`src/rtl/mole_scheduler.sv`:
```
// Whack-a-mole sequencer: picks a hole, animates rise/hold/retreat, judges whacks, keeps score and misses.
// Optional MOLE_SPEEDUP_EN: hold time shrinks by UP_STEP per scored hit, floored at UP_MIN.
module mole_scheduler #(
  parameter int unsigned RISE_TICKS = 2,
  parameter int unsigned UP_TICKS   = 30,
  parameter int unsigned GAP_TICKS  = 20,
  parameter int unsigned MAX_MISSES = 5,
  parameter logic [7:0]  LFSR_SEED  = 8'hA5
`ifdef MOLE_SPEEDUP_EN
  ,
  parameter int unsigned UP_MIN     = 8,
  parameter int unsigned UP_STEP    = 2
`endif
) (
  input  logic       clk,
  input  logic       rst,
  input  logic       tick,
  input  logic       start,
  input  logic       stop,
  input  logic       whack_valid,
  input  logic [2:0] whack_oval,
  output logic [2:0] oval_select,
  output logic [1:0] anim_phase,
  output logic       mole_visible,
  output logic       hit_pulse,
  output logic [7:0] score,
  output logic [3:0] misses,
  output logic       game_over
);

  localparam int unsigned MAX_A = (RISE_TICKS > UP_TICKS) ? RISE_TICKS : UP_TICKS;
  localparam int unsigned MAX_B = (GAP_TICKS > MAX_A) ? GAP_TICKS : MAX_A;
`ifdef MOLE_SPEEDUP_EN
  localparam int unsigned MAX_T = (UP_MIN > MAX_B) ? UP_MIN : MAX_B;
`else
  localparam int unsigned MAX_T = MAX_B;
`endif
  localparam int CNT_W = $clog2(MAX_T + 1);

  typedef enum logic [2:0] {S_IDLE, S_GAP, S_RISE, S_UP, S_FALL} state_t;

  state_t             r_state, w_state;
  logic [CNT_W-1:0]   r_cnt, w_cnt;
  logic [1:0]         r_phase, w_phase;
  logic [2:0]         r_oval, w_oval;
  logic [2:0]         r_prev, w_prev;
  logic [7:0]         r_score, w_score;
  logic [3:0]         r_misses, w_misses;
  logic               r_game_over, w_game_over;
  logic               r_hit, w_hit;
  logic               r_visible, w_visible;
  logic [7:0]         r_lfsr, w_lfsr;

  logic [7:0]         w_lfsr_adv;
  logic [2:0]         w_cand;
  logic [2:0]         w_hole;
  logic               w_hit_ok;
  logic [3:0]         w_miss_inc;
  logic [7:0]         w_score_inc;
  logic [CNT_W-1:0]   w_up_load;

`ifdef MOLE_SPEEDUP_EN
  logic [CNT_W-1:0]   r_up_len, w_up_len, w_up_dec;
  assign w_up_dec  = (32'(r_up_len) >= UP_MIN + UP_STEP) ? (r_up_len - CNT_W'(UP_STEP))
                                                         : CNT_W'(UP_MIN);
  assign w_up_load = r_up_len;
`else
  assign w_up_load = CNT_W'(UP_TICKS);
`endif

  // Galois right-shift form of x^8+x^6+x^5+x^4+1
  assign w_lfsr_adv  = r_lfsr[0] ? ({1'b0, r_lfsr[7:1]} ^ 8'hB8) : {1'b0, r_lfsr[7:1]};
  assign w_cand      = (r_lfsr[2:0] >= 3'd5) ? (r_lfsr[2:0] - 3'd5) : r_lfsr[2:0];
  assign w_hole      = (w_cand != r_prev) ? w_cand : ((w_cand == 3'd4) ? 3'd0 : w_cand + 3'd1);
  assign w_hit_ok    = whack_valid && (whack_oval == r_oval) &&
                       ((r_state == S_UP) ||
                        (((r_state == S_RISE) || (r_state == S_FALL)) && r_phase[1]));
  assign w_miss_inc  = r_misses + 4'd1;
  assign w_score_inc = (r_score == 8'hFF) ? r_score : r_score + 8'd1;

  always_comb begin
    w_state     = r_state;
    w_cnt       = r_cnt;
    w_phase     = r_phase;
    w_oval      = r_oval;
    w_prev      = r_prev;
    w_score     = r_score;
    w_misses    = r_misses;
    w_game_over = r_game_over;
    w_hit       = 1'b0;
    w_lfsr      = (r_state == S_IDLE) ? r_lfsr : w_lfsr_adv;
`ifdef MOLE_SPEEDUP_EN
    w_up_len    = r_up_len;
`endif
    if (stop) begin
      w_state = S_IDLE;
      w_oval  = 3'd7;
      w_phase = 2'd0;
    end else if (w_hit_ok) begin
      w_hit   = 1'b1;
      w_score = w_score_inc;
      w_state = S_GAP;
      w_cnt   = CNT_W'(GAP_TICKS);
      w_oval  = 3'd7;
      w_phase = 2'd0;
`ifdef MOLE_SPEEDUP_EN
      w_up_len = w_up_dec;
`endif
    end else if (r_state == S_IDLE) begin
      if (start) begin
        w_state     = S_GAP;
        w_cnt       = CNT_W'(GAP_TICKS);
        w_score     = 8'd0;
        w_misses    = 4'd0;
        w_game_over = 1'b0;
`ifdef MOLE_SPEEDUP_EN
        w_up_len    = CNT_W'(UP_TICKS);
`endif
      end
    end else if (tick) begin
      if (r_cnt != CNT_W'(1)) begin
        w_cnt = r_cnt - CNT_W'(1);
      end else begin
        case (r_state)
          S_GAP: begin
            w_state = S_RISE;
            w_oval  = w_hole;
            w_prev  = w_hole;
            w_phase = 2'd0;
            w_cnt   = CNT_W'(RISE_TICKS);
          end
          S_RISE: begin
            if (r_phase != 2'd3) begin
              w_phase = r_phase + 2'd1;
              w_cnt   = CNT_W'(RISE_TICKS);
            end else begin
              w_state = S_UP;
              w_cnt   = w_up_load;
            end
          end
          S_UP: begin
            w_state = S_FALL;
            w_cnt   = CNT_W'(RISE_TICKS);
          end
          S_FALL: begin
            if (r_phase != 2'd0) begin
              w_phase = r_phase - 2'd1;
              w_cnt   = CNT_W'(RISE_TICKS);
            end else begin
              w_misses = w_miss_inc;
              w_oval   = 3'd7;
              if (w_miss_inc == 4'(MAX_MISSES)) begin
                w_state     = S_IDLE;
                w_game_over = 1'b1;
              end else begin
                w_state = S_GAP;
                w_cnt   = CNT_W'(GAP_TICKS);
              end
            end
          end
          default: w_state = S_IDLE;
        endcase
      end
    end
    w_visible = (w_state == S_RISE) || (w_state == S_UP) || (w_state == S_FALL);
  end

  always_ff @(posedge clk or posedge rst) begin
    if (rst) begin
      r_state     <= S_IDLE;
      r_cnt       <= '0;
      r_phase     <= 2'd0;
      r_oval      <= 3'd7;
      r_prev      <= 3'd7;
      r_score     <= 8'd0;
      r_misses    <= 4'd0;
      r_game_over <= 1'b0;
      r_hit       <= 1'b0;
      r_visible   <= 1'b0;
      r_lfsr      <= LFSR_SEED;
`ifdef MOLE_SPEEDUP_EN
      r_up_len    <= CNT_W'(UP_TICKS);
`endif
    end else begin
      r_state     <= w_state;
      r_cnt       <= w_cnt;
      r_phase     <= w_phase;
      r_oval      <= w_oval;
      r_prev      <= w_prev;
      r_score     <= w_score;
      r_misses    <= w_misses;
      r_game_over <= w_game_over;
      r_hit       <= w_hit;
      r_visible   <= w_visible;
      r_lfsr      <= w_lfsr;
`ifdef MOLE_SPEEDUP_EN
      r_up_len    <= w_up_len;
`endif
    end
  end

  assign oval_select  = r_oval;
  assign anim_phase   = r_phase;
  assign mole_visible = r_visible;
  assign hit_pulse    = r_hit;
  assign score        = r_score;
  assign misses       = r_misses;
  assign game_over    = r_game_over;

endmodule

```
`config.mk`:
```
export PLATFORM = sky130hd
export DESIGN_NAME = mole_scheduler
export DESIGN_NICKNAME = d
export VERILOG_FILES = /design/src/rtl/mole_scheduler.sv
export SDC_FILE = /design/constraint.sdc
export NUM_CORES = 1
export LEC_CHECK = 0
export ABC_AREA = 1
export CORE_UTILIZATION = 50
export CTS_BUF_LIST = sky130_fd_sc_hd__clkbuf_8 sky130_fd_sc_hd__clkbuf_16
export CTS_CLUSTER_DIAMETER = 120
export DETAILED_ROUTE_END_ITERATION = 7
export PLACE_DENSITY = 0.76
export SETUP_SLACK_MARGIN = 0.2
export SYNTH_ARGS = -nofsm -noshare
export SYNTH_HDL_FRONTEND = slang
export SYNTH_SLANG_ARGS = --single-unit
```
`constraint.sdc`:
```
create_clock -name clk -period 3.35 [get_ports clk]
set_clock_uncertainty 0.2 [all_clocks]
set_input_delay 1.005 -clock clk [delete_from_list [all_inputs] [get_ports clk]]
set_output_delay 1.005 -clock clk [all_outputs]
set_load 0.1 [all_outputs]
```
==> metrics.cfg, run 1 <==
[layout]
final_nets = 406
area_delta_synth_final_pct = 16.41
nFillCells = 461
regArea_um2 = 988.4
final_area_um2 = 2974
fin_cells = 456
drive_gt1_share_pct = 15.17
multiInputGateArea_um2 = 1358
antennaDiodeCount = 0
utilization_pct = 61.74

[floorplanning]
boundaryPins = 29
coreArea_um2 = 4817
rows = 25
die_area_um2 = 5400
die_w_um = 73.49
chipHeight_um = 73.49
start_util_pct = 53.04

[sta]
finalSetupTns_ns = 0
fin_crit_sh_pct = 76.05
rsz0062_at_grt = no
worst_pin_slew_ns = 0.4788
fmax_ghz = 0.3925
hold_slack_ns = 0.2913
slew_headroom_pct = 68.08
fin_crit_ns = 2.548
finalSetupViolations = 0
hold_viol_final = 0
maxSlewViolCount = 0

[cts]
post_cts_resized = 0
cts_root_buffer = clkbuf_8
clk_latency_ns = 0.30
cts.clk_slew.worst_paths_ns = 0.08
cts.path.max_buffers = 2
cts_buffers = 5
cts_hold_buf = 0
cts_tree = done
post_cts_buffers = 0
htree_levels = 2
clock_sinks = 39

[global_route]
overflow = 0
grt_first_pass_wirelength_um = 9377
antenna_found_initial = 0
grt_usage_pct = 22.65
grt_pass1_vias = 2171
grt_start_max_net_pins = 40

[logic_synthesis]
ys_async_sr_fraction_pct = 100.0
netlist_instances = 356
yosys_warnings = 0
synth_area_um2 = 2555
yosysSeqAreaShare_pct = 38.69
ys_types = 28
synth_edf_count = 0
synth_xor_area_share_pct = 3.771
synthFlopType = dfrtp_1
synth_compound_area_share_pct = 8.080
synth_top_family_by_area = simple AND/OR/NAND/NOR gates
ys_seq_elements = 39
syn_nets = 374
synth.most_common_cell = nand2_1
syn_avg_cell_area_um2 = 7.177
yosysTopAreaCell = dfrtp_1
synth-simple-area-share_pct = 36.88
synth.area.top_cells = dfrtp_1 28%, nand2_1 15%, dfstp_2 10%, nand3_1 8.2%, inv_1 7.1%
synth_common_cells = 100 x nand2_1, 48 x inv_1, 42 x nand3_1
muxShareOfSynthArea_pct = 0
synthAdderAreaFrac_pct = 4.407
synth_top_area_share_pct = 28.40

[routing]
first_pass_iters = 7
drt_iter0_markers = 176
drtAntennaViolNets = 0
drc = 0
viasPerCell = 5.110
finalWirelength_um = 5383
wl_per_cell_um = 11.80
via_count = 2330

[critical_path]
worst-path-max-fanout = 9
crit_required_ns = 3.33
critPathKind = in -> reg
crit_path_start_kind = input port
arrival_ns = 2.53
crit_path_end_kind = flip-flop

[placement]
hpwl_um = 3981
dp.cells = 448
port-buffer-count = 28
routabilityCongestion = 0.8865
placed_cell_area_um2 = 2859

[pwr]
leakage_nw = 1.560
p_per_area_nw_per_um2 = 518.8
peakVddDrop_uv = 723.7

[outcome]
status = complete, no violations

[run]
drv_cap = 0

[hold_path]
min_path_type = reg -> reg

[power breakdown]
part | switching (mW) | internal (mW)
Combinational | 0.396 | 0.158
Sequential | 0.0516 | 0.526
Clock | 0.187 | 0.224
Total | 0.635 | 0.908
[critical path, cell delays in order]
cell             delay (ns)
clkdlybuf4s50_1        0.42
or2_2                  0.30
nand3_1                0.07
nor2_1                 0.07
nand2_4                0.15
nand2_8                0.11
nor2_1                 0.19
nand2_1                0.10
nand2_1                0.06
o21ai_1                0.05
[cell families (layout without fill, tap and decap cells)]
| kind of cell | Yosys count | in the layout |
|---|---|---|
| adders and majority gates | 9 | 9 |
| xor gates and xnor gates | 11 | 11 |
| AOI/OAI and AO/OA | 39 | 39 |
| and+or+nand+nor | 203 | 203 |
| DFF | 39 | 39 |
| buffers and inverters | 55 | 88 |
[routing by layer]
layer	up-vias	wire [um]	track usage (%)
li1	1203	-	-
met1	1065	2670	31.16
met2	49	2341	34.35
met3	13	244	5.761
met4	0	125	8.547
met5	-	0	0
[final timing paths]
check,start,end,slack (ns),cells after the start
min reg2reg,r_prev[0],r_prev[0],0.29,2
min,r_prev[0],r_prev[0],0.29,2
max,whack_oval[2],game_over,0.80,10
max in group asynchronous,rst,oval_select[0],1.68,3
min in group asynchronous,rst,r_state[0],0.91,3
max reg2reg,r_lfsr[0],oval_select[2],0.99,14
[stage by stage]
stage,power (mW),worst slack (ns)
2_1_floorplan,1.017,0.8232
3_3_place_gp,1.132,0.5069
3_5_place_dp,1.137,0.4855
4_1_cts,1.550,0.8073
5_1_grt,1.636,0.6807
6_report,1.543,0.8022
[cells in the final DEF (no fill, tap or decap), drive strengths merged, types with 2 or more instances in the layout]
master         synthesis  final
xor2                   5      5
clkdlybuf4s50          0      8
nor3                   6      6
dfrtp                 29     29
a21oi                  6      6
dfstp                 10     10
a31oi                  4      4
ha                     9      9
or2                    2      2
nand4                  5      5
xnor2                  6      6
buf                    2     21
clkbuf                 2      5
nand3b                 2      2
inv                   51     52
o21ai                 27     27
nand2                109    109
nand3                 42     42
nor2                  37     37
[flip-flops by register name (all words and copies together) (netlist names)]
register / count
score: 8
misses: 4
mole_visible: 1
oval_select: 3
game_over: 1
hit_pulse: 1
r_prev: 3
r_lfsr: 8
anim_phase: 2
r_cnt: 5
r_state: 3
[cell type report]
| type | instances | share of cell area, % |
|---|---|---|
| multi-input cells | 262 | 45.65 |
| clock inverters | 3 | 1.557 |
| repair buffers | 29 | 7.993 |
| flip-flops and latches | 39 | 33.24 |
| inverters | 51 | 6.437 |
| clock buffers | 5 | 2.314 |
| well taps | 67 | 2.819 |
(Power assumes the default switching activity.)
==> run 2: changes to the inputs <==
PLACE_DENSITY = 0.79   (was 0.76)
clock period = 2.19 ns   (was 3.35 ns; I/O delays follow)
==> run 2 against run 1 <==
- the run now ends with negative setup slack left
- critical path depth up 4
- global-route usage up 3.6 points
- via count up 15%
- power up 73%
- hold slack worse by 0.0095 ns
- first-iteration DRC count up 0.57%
- clock-buffer cell count up 1
- die area unchanged
- sequential share of layout area down 7.1 points
- combinational power up 120%
- register-to-register slack worse by 1.0 ns
- wire length up 37%
- largest cell class unchanged
==> metrics.cfg, run 2 (same netlist as run 1, synthesis figures left out) <==
[placement]
hpwl_um = 4532
dp_worst_setup_slack_ns = -0.2420
routabilityCongestion = 0.8829
placed_cell_area_um2 = 3341
port-buffer-count = 28

[hold_path]
whs_endpoint = r_lfsr[2]
min_path_type = reg -> reg
hp-start = r_lfsr[3]
holdPathStages = 2

[sta]
maxSlewViolCount = 0
hold_viol_final = 0
hold_slack_ns = 0.2819
setup_ws_ns = -0.01731
fmax_ghz = 0.4530
slew_headroom_pct = 78.33
rsz0062_at_grt = yes
fin_crit_sh_pct = 100.8
finalSetupViolations = 1
fin_crit_ns = 2.207
worst_pin_slew_ns = 0.3236

[pwr]
p_seq_share_pct = 34.8
p_sw_mw = 1.142
p_comb_share_pct = 46.1
leakage_nw = 1.837
p_per_area_nw_per_um2 = 680.9
intPower_mw = 1.534
peakVddDrop_uv = 422.5
switching_share_pct = 42.69
p_clk_share_pct = 19.1

[layout]
final_nets = 442
area_delta_synth_final_pct = 53.82
drive_gt1_share_pct = 42.59
regArea_um2 = 1026
final_common_cell = nand2_1
final_area_um2 = 3930
nFillCells = 323
layout_common_cells = 78 x nand2_1, 36 x inv_1, 32 x nand3_1
antennaDiodeCount = 0
multiInputGateArea_um2 = 1729

[run]
drv_cap = 0

[global_route]
grt_pass1_vias = 2410
grt_usage_pct = 26.26
grt_first_pass_wirelength_um = 10860
antenna_found_initial = 0
grt_start_max_net_pins = 40
overflow = 0

[cts]
htree_levels = 2
cts_buffers = 5
cts_tree = done
clock_sinks = 39
cts.clk_slew.worst_paths_ns = 0.08
cts_root_buffer = clkbuf_8
clk_latency_ns = 0.30
cts.path.max_buffers = 2

[routing]
drt_iter0_markers = 177
drtAntennaViolNets = 0
viasPerCell = 5.470
via_count = 2691
finalWirelength_um = 7386
first_pass_iters = 5
drc = 0
wl_per_cell_um = 15.01

[critical_path]
r2r_start = r_lfsr[0]
crit_path_end_kind = flip-flop
crit_required_ns = 2.24
rrSetupSlack_ns = -0.02
arrival_ns = 2.25
critPathKind = reg -> reg
worst-path-max-fanout = 4
crit_path_start_kind = flip-flop
ff2ff_path_depth = 14
r2r_end = oval_select[0]

[outcome]
status = finished with violations
violations = negative setup slack

[floorplanning]
coreArea_um2 = 4817
boundaryPins = 29
die_w_um = 73.49
start_util_pct = 53.04
chipHeight_um = 73.49
rows = 25
die_area_um2 = 5400

[run 2: cell count changes in the layout (fill, tap and decap cells not counted), moves of 10 or more]
cell     previous run  this run
nand3_1            42        32
nand2_1           100        78
dfrtp_1            29        16
o21ai_2             0        10
buf_12              0        21
nand2_2             4        22
inv_1              48        36
[run 2: how the worst max path moves through the flow]
stage	startpoint	end	slack (ns)	cells after the start
3_5_place_dp	whack_oval[0]	score[6]	-0.24	11
4_1_cts	r_lfsr[0]	r_prev[2]	0.09	12
3_3_place_gp	whack_oval[0]	score[5]	-0.20	11
5_1_grt	r_lfsr[0]	oval_select[0]	-0.1	14
2_1_floorplan	oval_select[1]	misses[2]	0.17	10
6_report	r_lfsr[0]	oval_select[0]	-0.02	14
[run 2: metal layers]
layer / up-vias / global-route usage, % / part of all wire (%)
met5: - / 0 / 0
met2: 100 / 42.51 / 51
met3: 15 / 5.213 / 4.3
met1: 1296 / 34.59 / 43
li1: 1280 / - / -
met4: 0 / 10.26 / 1.7
[run 2: metrics by stage]
| step | TNS [ns] | std cells | util (%) | total power [mW] |
|---|---|---|---|---|
| 2_1_floorplan | 0 | 356 | - | 1.582 |
| 6_report | -0.01731 | 492 | 81.58 | 2.676 |
| 3_5_place_dp | -4.988 | 464 | 69.35 | 1.931 |
| 3_3_place_gp | -4.054 | 464 | 69.35 | 1.903 |
| 4_1_cts | 0 | 479 | 74.86 | 2.480 |
| 5_1_grt | -0.2073 | 492 | 81.58 | 2.808 |
[run 2: worst max-delay path: stages, from the launching register on]
cell     delay [ns]
dfstp_2        0.61
inv_4          0.05
ha_4           0.26
inv_2          0.03
nand3_2        0.09
nand2_4        0.08
inv_2          0.07
ha_2           0.16
inv_2          0.03
nor2_2         0.14
nor2_1         0.08
nand2_1        0.10
nand3_1        0.11
nand2_1        0.09
inv_1          0.05
[run 2: repair_timing]
item | 4_1_cts | 5_1_grt
endpoints found under the setup margin | 26 | 29
gates cloned | 1 | 0
hold buffers | 0 | 0
pin swaps | 13 | 38
setup buffers | 6 | 13
gates resized for setup | 35 | 66
[run 2: layout make-up]
| class | instances | area share, % |
|---|---|---|
| Timing Repair Buffer | 64 | 20.06 |
| Tap cell | 67 | 2.133 |
| Inverter | 51 | 5.380 |
| Sequential cell | 39 | 26.11 |
| Clock inverter | 2 | 0.2229 |
| Multi-Input combinational cell | 263 | 44.00 |
| Clock buffer | 6 | 2.101 |
[run 2: power groups by stage]
stage	combinational, mW	clock, mW	sequential (mW)
after global routing	1.32	0.550	0.937
final	1.23	0.512	0.931
after floorplan	0.477	0	1.11
after global placement	0.982	0	0.921
after detailed placement	1.00	0	0.927
after CTS	1.04	0.522	0.913
